File: src/rtl/uart_frame_tx.sv
// -----------------------------------------------------------------------------
// uart_frame_tx
//
// Streams one 8x8x8 light-cube frame (512 bits, frame_cube_flat layout) out of
// a UART as a single packet: HEADER, 64 data bytes (byte 0 first), then an
// 8-bit additive checksum of the data bytes. Every byte goes out 8N1, LSB
// first, with no idle gap between bytes inside a packet.
//
// Parameters
//   BAUD_DIV        clock cycles per UART bit (2..65535)
//   HEADER          first byte of every packet
//
// Ports
//   clk             system clock
//   resetn          asynchronous active-low reset
//   en              enables acceptance of new frames
//   frame_cube_flat frame to send; byte i = frame_cube_flat[8*i+7:8*i]
//   frame_valid     a frame is offered
//   frame_ready     en && idle; a frame is accepted when valid && ready
//   tx              UART line, idle high (registered)
//   busy            high while a packet is in progress (registered)
//   done            one-cycle pulse after the last stop bit (registered)
// -----------------------------------------------------------------------------
module uart_frame_tx #(
  parameter int unsigned BAUD_DIV = 868,
  parameter logic [7:0]  HEADER   = 8'hA5
) (
  input  logic         clk,
  input  logic         resetn,
  input  logic         en,
  input  logic [511:0] frame_cube_flat,
  input  logic         frame_valid,
  output logic         frame_ready,
  output logic         tx,
  output logic         busy,
  output logic         done
);

  localparam logic [15:0] BAUD_LAST = 16'(BAUD_DIV - 1);
  localparam logic [6:0]  LAST_IDX  = 7'd65;  // checksum byte
  localparam logic [6:0]  CSUM_PREV = 7'd64;  // last data byte

  typedef enum logic [1:0] {
    IDLE  = 2'd0,
    START = 2'd1,
    DATA  = 2'd2,
    STOP  = 2'd3
  } state_t;

  state_t       state_q, state_d;
  logic [15:0]  baud_q, baud_d;
  logic [2:0]   bit_q, bit_d;
  logic [6:0]   idx_q, idx_d;
  logic [7:0]   csum_q, csum_d;
  logic [7:0]   byte_q, byte_d;    // byte being shifted out, bit 0 on the line
  logic [511:0] frame_q, frame_d;  // remaining data bytes, next byte in [7:0]
  logic         tx_q, tx_d;
  logic         busy_q, busy_d;
  logic         done_q, done_d;

  assign frame_ready = en && (state_q == IDLE);
  assign tx          = tx_q;
  assign busy        = busy_q;
  assign done        = done_q;

  always_ff @(posedge clk or negedge resetn) begin
    if (!resetn) begin
      state_q <= IDLE;
      baud_q  <= '0;
      bit_q   <= '0;
      idx_q   <= '0;
      csum_q  <= '0;
      byte_q  <= '0;
      frame_q <= '0;
      tx_q    <= 1'b1;
      busy_q  <= 1'b0;
      done_q  <= 1'b0;
    end else begin
      state_q <= state_d;
      baud_q  <= baud_d;
      bit_q   <= bit_d;
      idx_q   <= idx_d;
      csum_q  <= csum_d;
      byte_q  <= byte_d;
      frame_q <= frame_d;
      tx_q    <= tx_d;
      busy_q  <= busy_d;
      done_q  <= done_d;
    end
  end

  // tx is registered, so the line value for the next bit period is decided on
  // the same edge that moves the FSM into that period.
  always_comb begin
    state_d = state_q;
    baud_d  = baud_q;
    bit_d   = bit_q;
    idx_d   = idx_q;
    csum_d  = csum_q;
    byte_d  = byte_q;
    frame_d = frame_q;
    tx_d    = tx_q;
    busy_d  = busy_q;
    done_d  = 1'b0;

    unique case (state_q)
      IDLE: begin
        tx_d   = 1'b1;
        busy_d = 1'b0;
        if (frame_valid && frame_ready) begin
          state_d = START;
          frame_d = frame_cube_flat;
          byte_d  = HEADER;
          baud_d  = '0;
          bit_d   = '0;
          idx_d   = '0;
          csum_d  = '0;
          tx_d    = 1'b0;
          busy_d  = 1'b1;
        end
      end

      START: begin
        if (baud_q == BAUD_LAST) begin
          baud_d  = '0;
          bit_d   = '0;
          state_d = DATA;
          tx_d    = byte_q[0];
        end else begin
          baud_d = baud_q + 16'd1;
        end
      end

      DATA: begin
        if (baud_q == BAUD_LAST) begin
          baud_d = '0;
          if (bit_q == 3'd7) begin
            state_d = STOP;
            tx_d    = 1'b1;
          end else begin
            bit_d  = bit_q + 3'd1;
            byte_d = {1'b0, byte_q[7:1]};
            tx_d   = byte_q[1];
          end
        end else begin
          baud_d = baud_q + 16'd1;
        end
      end

      STOP: begin
        if (baud_q == BAUD_LAST) begin
          baud_d = '0;
          if (idx_q < LAST_IDX) begin
            idx_d   = idx_q + 7'd1;
            bit_d   = '0;
            state_d = START;
            tx_d    = 1'b0;
            if (idx_q == CSUM_PREV) begin
              // All 64 data bytes have been summed by now.
              byte_d = csum_q;
            end else begin
              byte_d  = frame_q[7:0];
              frame_d = {8'h00, frame_q[511:8]};
              csum_d  = csum_q + frame_q[7:0];
            end
          end else begin
            state_d = IDLE;
            tx_d    = 1'b1;
            busy_d  = 1'b0;
            done_d  = 1'b1;
          end
        end else begin
          baud_d = baud_q + 16'd1;
        end
      end

      default: begin
        state_d = IDLE;
      end
    endcase
  end

endmodule

File: config.mk
export PLATFORM = sky130hd
export DESIGN_NAME = uart_frame_tx
export DESIGN_NICKNAME = d
export VERILOG_FILES = /design/src/rtl/uart_frame_tx.sv
export SDC_FILE = /design/constraint.sdc
export NUM_CORES = 1
export LEC_CHECK = 0
export CAP_MARGIN = 40
export CORE_MARGIN = 2
export CORE_UTILIZATION = 50
export DETAILED_ROUTE_END_ITERATION = 8
export DONT_BUFFER_PORTS = 1
export HOLD_SLACK_MARGIN = 0.02
export SYNTH_ARGS = -nofsm -noshare
export SYNTH_HDL_FRONTEND = slang
export SYNTH_SLANG_ARGS = --single-unit
File: constraint.sdc
create_clock -name clk -period 3.6 [get_ports clk]
set_input_delay 0.9 -clock clk [delete_from_list [all_inputs] [get_ports clk]]
set_output_delay 0.9 -clock clk [all_outputs]
set_load 0.02 [all_outputs]
==> flow_metrics.env <==
export IMPL_outcome="finished with violations"
export IMPL_violations="max-slew violations"
export IMPL_min_period_over_period_pct=84.4
export IMPL_period_minus_slack_ns=3.04
export IMPL_hold_viol=0
export IMPL_ys_warnings_count=0
export IMPL_cts_sinks=559
export IMPL_clock_latency_ns=0.62
export IMPL_antenna_found_initial=57
export IMPL_yosysUniqueCellTypes=55
export IMPL_cp_start_kind="register"
export IMPL_pwr_share_clk_pct=48.6
export IMPL_p_comb_share_pct=2.5
export IMPL_core_area_sq_um=55300
export IMPL_hpwl_um=42900
export IMPL_htree_levels=2
export IMPL_drt_drc_violations_left=0
export IMPL_synth_top_cell_by_area="dfrtp_1"
export IMPL_synthFlopType="dfrtp_1"
export IMPL_internal_power_mw=10.2
export IMPL_cp_max_fo=172
export IMPL_required_ns=4.11
export IMPL_worst_clock_skew_ns=0.0190
export IMPL_fin_tns_setup_ns=0
export IMPL_place_congestion=0.837
export IMPL_numCtsBuffers=61
export IMPL_final_cell_area_sq_um=30500
export IMPL_netSwitchingPower_mw=2.68
export IMPL_synth_edff_count=0
export IMPL_place_area_sq_um=28300
export IMPL_power_density_nw_per_um2=421
export IMPL_seqPwrFrac_pct=48.9
export IMPL_syn_to_final_growth_pct=8.75
export IMPL_grt_overflow_total=0
export IMPL_grt_pass1_wl_um=94000
export IMPL_cts_resized=0
export IMPL_max_cap_violations=0
export IMPL_crit_type="register to register"
export IMPL_final_nets=2455
export IMPL_finalWirelength_um=62900
export IMPL_clk_path_buf_depth=3
export IMPL_max_freq_ghz=0.329
export IMPL_nFillCells=4714
export IMPL_p_sw_share_pct=20.9
export IMPL_synth_seq_area_share_pct=49.9
export IMPL_grt_max_degree=560
export IMPL_drv_slew=57
export IMPL_syn_nets=2500
export IMPL_rows=86
export IMPL_cts_tree="yes"
export IMPL_grt_use_total_pct=21.1
export IMPL_hold_path_class="input port to asynchronous set/reset pin"
export IMPL_drt_vias_per_instance=5.62
export IMPL_port_buffers=0
export IMPL_wl_per_cell_um=22.8
export IMPL_ir_drop_mv=0.383
export IMPL_crit_arrival_ns=3.54
export IMPL_first_iter_violations=849
export IMPL_yosys_top_cells_count="975 x mux2_2, 558 x dfrtp_1, 65 x clkbuf_1"
export IMPL_worst_slew_pin_slew_ns=1.55
export IMPL_vias=15500
export IMPL_cts_root_buf="clkbuf_16"
export IMPL_syn_cell_area_sq_um=28000
export IMPL_synth_top_area_share_pct=49.8
export IMPL_layout_drive_gt1_share_pct=56.0
export IMPL_avgSynthCellArea_sq_um=14.3
export IMPL_io_pins=520
export IMPL_firstDrtPassIters=4
export IMPL_grt_pass1_vias=16300
export IMPL_die_area_sq_um=58000
export IMPL_syn_inst=1966
export IMPL_setup_violations=0
export IMPL_die_y_um=241
export IMPL_start_util_pct=50.7
export IMPL_synth_area_leaders="dfrtp_1 50%, mux2_2 39%, buf_6 2.1%, mux2_1 1.7%, clkbuf_1 0.87%"
export IMPL_synth_most_common_cell="mux2_2"
export IMPL_ant_nets=0
export IMPL_rsz0062_at_grt="no"
export IMPL_ys_ff_latch=559
export IMPL_clk_pin_slew_ns=0.06
export IMPL_slew_headroom_pct=-3.25
export IMPL_ys_async_sr_fraction_pct=100
export IMPL_leakagePower_nw=14.5
export IMPL_cp_end_kind="register"
export IMPL_die_w_um=241
-- cells in the final DEF (no fill, tap or decap), drive strengths merged, types with 4 or more instances in the layout --
| master | n |
|---|---|
| mux2i | 12 |
| clkbuf | 92 |
| nor4b | 5 |
| nand3 | 14 |
| a22o | 10 |
| mux2 | 1018 |
| clkinv | 10 |
| diode | 37 |
| and3 | 10 |
| nand2 | 32 |
| nor2 | 27 |
| a21oi | 22 |
| xnor2 | 8 |
| dfrtp | 558 |
| or2 | 4 |
| clkinvlp | 5 |
| o311ai | 5 |
| buf | 16 |
| nor4 | 4 |
| xor2 | 7 |
| nand4 | 4 |
| inv | 16 |
| ha | 17 |
| nor3 | 8 |
| o21ai | 25 |
-- path summary, 6_finish.rpt --
check / start / end / slack [ns] / cells after the start
max: state_q[0] / frame_q[159] / 0.56 / 8
min: resetn / frame_q[113] / 0.08 / 0
max reg2reg: state_q[0] / frame_q[159] / 0.56 / 8
min reg2reg: frame_q[492] / frame_q[492] / 0.49 / 1
max in group asynchronous: resetn / byte_q[7] / 2.38 / 0
min in group clk: frame_cube_flat[508] / frame_q[508] / 0.41 / 1
-- sequential cells by signal, summed over array words and instances, names as in the netlist --
| signal | cells |
|---|---|
| frame_q | 512 |
| state_q | 2 |
| csum_q | 8 |
| busy | 1 |
| baud_q | 16 |
| idx_q | 7 |
| byte_q | 8 |
| tx | 1 |
| done | 1 |
| bit_q | 3 |
-- power by group through the flow --
stage	Clock [mW]	Combinational (mW)	Sequential (mW)
floorplan	0	0.252	6.40
global placement	0	0.290	6.40
detailed placement	0	0.291	6.40
CTS	6.40	0.293	6.28
global route	6.68	0.359	6.28
finish	6.24	0.323	6.28
-- cell type report --
type | instances | area [sq um] | share of cell area [%]
Antenna cell | 37 | 92.6 | 0.304
Sequential cell | 559 | 14000 | 45.9
Inverter | 13 | 48.8 | 0.160
Tap cell | 748 | 936 | 3.07
Multi-Input combinational cell | 1269 | 13200 | 43.1
Clock inverter | 20 | 178 | 0.582
Clock buffer | 92 | 1850 | 6.05
Timing Repair Buffer | 17 | 263 | 0.861
-- logic make-up after synthesis --
| logic type | Yosys count | share of synthesized area [%] |
|---|---|---|
| buf+inv | 138 | 3.28 |
| fa+ha+maj | 18 | 0.830 |
| simple gates | 123 | 2.27 |
| compound gates | 83 | 1.98 |
| xor+xnor | 15 | 0.468 |
| mux | 1030 | 41.3 |
| flops | 559 | 49.9 |
-- metal layers --
layer	global-route usage (%)	routed length (um)	vias to the layer above
met2	35.0	31100	361
met5	0	306	-
met3	7.83	4890	120
li1	-	-	7103
met1	25.5	25500	7848
met4	6.51	1150	46
-- stage by stage --
stage | setup WS [ns] | util [%] | hold WS (ns) | power, mW | instances
CTS | 0.615 | 54.9 | -0.0465 | 13.0 | 2715
detailed placement | 0.618 | 51.2 | 0.479 | 6.69 | 2603
global route | 0.396 | 55.1 | 0.0239 | 13.3 | 2733
finish | 0.562 | 55.2 | 0.0826 | 12.9 | 2755
floorplan | 1.23 | - | 0.459 | 6.65 | 1966
global placement | 0.673 | 51.2 | 0.471 | 6.69 | 2603
-- worst max-delay path, cell delays in order, from the launching register on --
cell	delay, ns
dfrtp_1	0.44
inv_1	0.15
ha_1	0.34
a21boi_0	0.25
buf_4	0.23
a21oi_1	0.13
o21ai_4	0.12
buf_12	0.59
mux2_2	0.42
-- what timing repair did --
item / in CTS / in global routing
hold endpoints to repair: 558 / 92
buffers inserted: 0 / 0
endpoints found under the setup margin: 0 / 0
Power figures use the tool's default switching activity.
==> patch, RTL diff (same settings) <==
`BAUD_DIV`: 868 -> 434.
--- a/src/rtl/uart_frame_tx.sv
+++ b/src/rtl/uart_frame_tx.sv
@@ -24,3 +24,3 @@
 module uart_frame_tx #(
-  parameter int unsigned BAUD_DIV = 868,
+  parameter int unsigned BAUD_DIV = 434,
   parameter logic [7:0]  HEADER   = 8'hA5
Function: not settled (the Yosys comparison gave no result); the edit may change what the design does.
==> patch against the original RTL <==
The run still ends with max-slew violations left. Sequential power is essentially flat. Area after synthesis is 4.3% lower. Critical path depth is 1 higher. Sequential cell count stayed put. Power fell by 2.6%. Core utilization up 0.25 points. Sequential share of layout area up 1.9 points. Routed wire length grew 8.6%. Final area fell by 4.0%. Global-route usage grew 3.1 points. Setup slack improved by 0.031 ns.
==> patch: results (changes against the original RTL) <==
=====================================================================
Internal power component                                      9890 uW   -2.8%
Slew at the pin with the worst max-slew slack                 2.06 ns   +0.516 ns
Detail-routed via count per cell                                 5.49   -2.2%
Number of distinct library cells after synthesis                   60   +9.1%
Violations in the final reports                          max-slew violations
Inverter count of the layout excluding clock inverters             14   +1
Power in sequential cells                                     6290 uW   about the same
Sequential cell area share                                      0.478   +0.0190
Tightest hold margin                                         0.100 ns   +0.0176 ns
Detailed router's first-iteration violation count               1,264   +49%
Layout-stage area growth over the synthesis result              9.12%
Share of the yosys chip area belonging to registers             0.521   +0.0224
Place WS                                                     0.594 ns   -0.0233 ns
Max-slew violations                                               231   +310%
Global-route wire length before repair                   105,000 microns   +12%
Layout buffer count excluding clock buffers                        42   +25
Antenna fix cells                                                  14   -62%
Clock skew after layout                                     0.0110 ns   -0.00808 ns
Tap Count                                                         688   -8.0%
Highest cell delay on the worst timing path                   0.44 ns   -0.15 ns
GRT Resource Usage Total                                        0.242   +0.0314
Leakage power                                               0.0120 uW   -17%
Fraction of layout cells with a size suffix above 1             0.137   -0.423
Routability cong.                                               0.853   +2.0%
Number of sequential cells in the layout                          559   unchanged
Multi-Input Combinational                                       1,769   +39%
Slowest stage cell on the critical path                  sky130_fd_sc_hd__dfrtp_1
Maximum fanout along the worst path                                29   -83%
Worst R2R Path Depth                                                9   +1
Result of the run                                        finished, violations left
Pre-Repair DR Iteration Count                                       7   +3
Placed wire-length estimate                              48,600 microns   +13%
Area taken by multi-input logic gates                    0.0119 sq mm   -9.5%
Worst-skew pair later-pin latency                             0.60 ns   -0.02 ns
Sum of internal, switching and leakage power                12,500 uW   -2.6%
Clock buffer and inverter area fraction after layout           0.0651   -0.00126
Endpoint of the worst setup timing path                  frame_q[343]
=====================================================================
==> patch: cell types whose count changed in the layout (fill, tap and decap cells not counted), sizes merged, moves of 7 or more <==
| cell | delta |
|---|---|
| buf | +24 |
| diode | -23 |
| mux2 | -1007 |
| mux2i | +505 |
| a211oi | +7 |
| and3 | -9 |
| xnor2 | +8 |
| o21ai | +492 |
| a21oi | -13 |
| nand2 | +508 |
==> patch: routing by layer <==
| metal | global-route usage | vias up | routed length, microns | share of wire |
|---|---|---|---|---|
| li1 | - | 8650 | - | - |
| met1 | 0.306 | 8313 | 28500 | 0.42 |
| met2 | 0.388 | 426 | 32500 | 0.47 |
| met3 | 0.0801 | 134 | 5240 | 0.077 |
| met4 | 0.0898 | 22 | 2020 | 0.030 |
| met5 | 0 | - | 142 | 0.0021 |
==> patch: kinds of logic after synthesis <==
family          share of synthesized area
compound gates                      0.125
xor+xnor                          0.00718
fa+ha+maj                         0.00914
buf+inv                            0.0364
flops                               0.521
mux                                 0.197
simple gates                        0.103
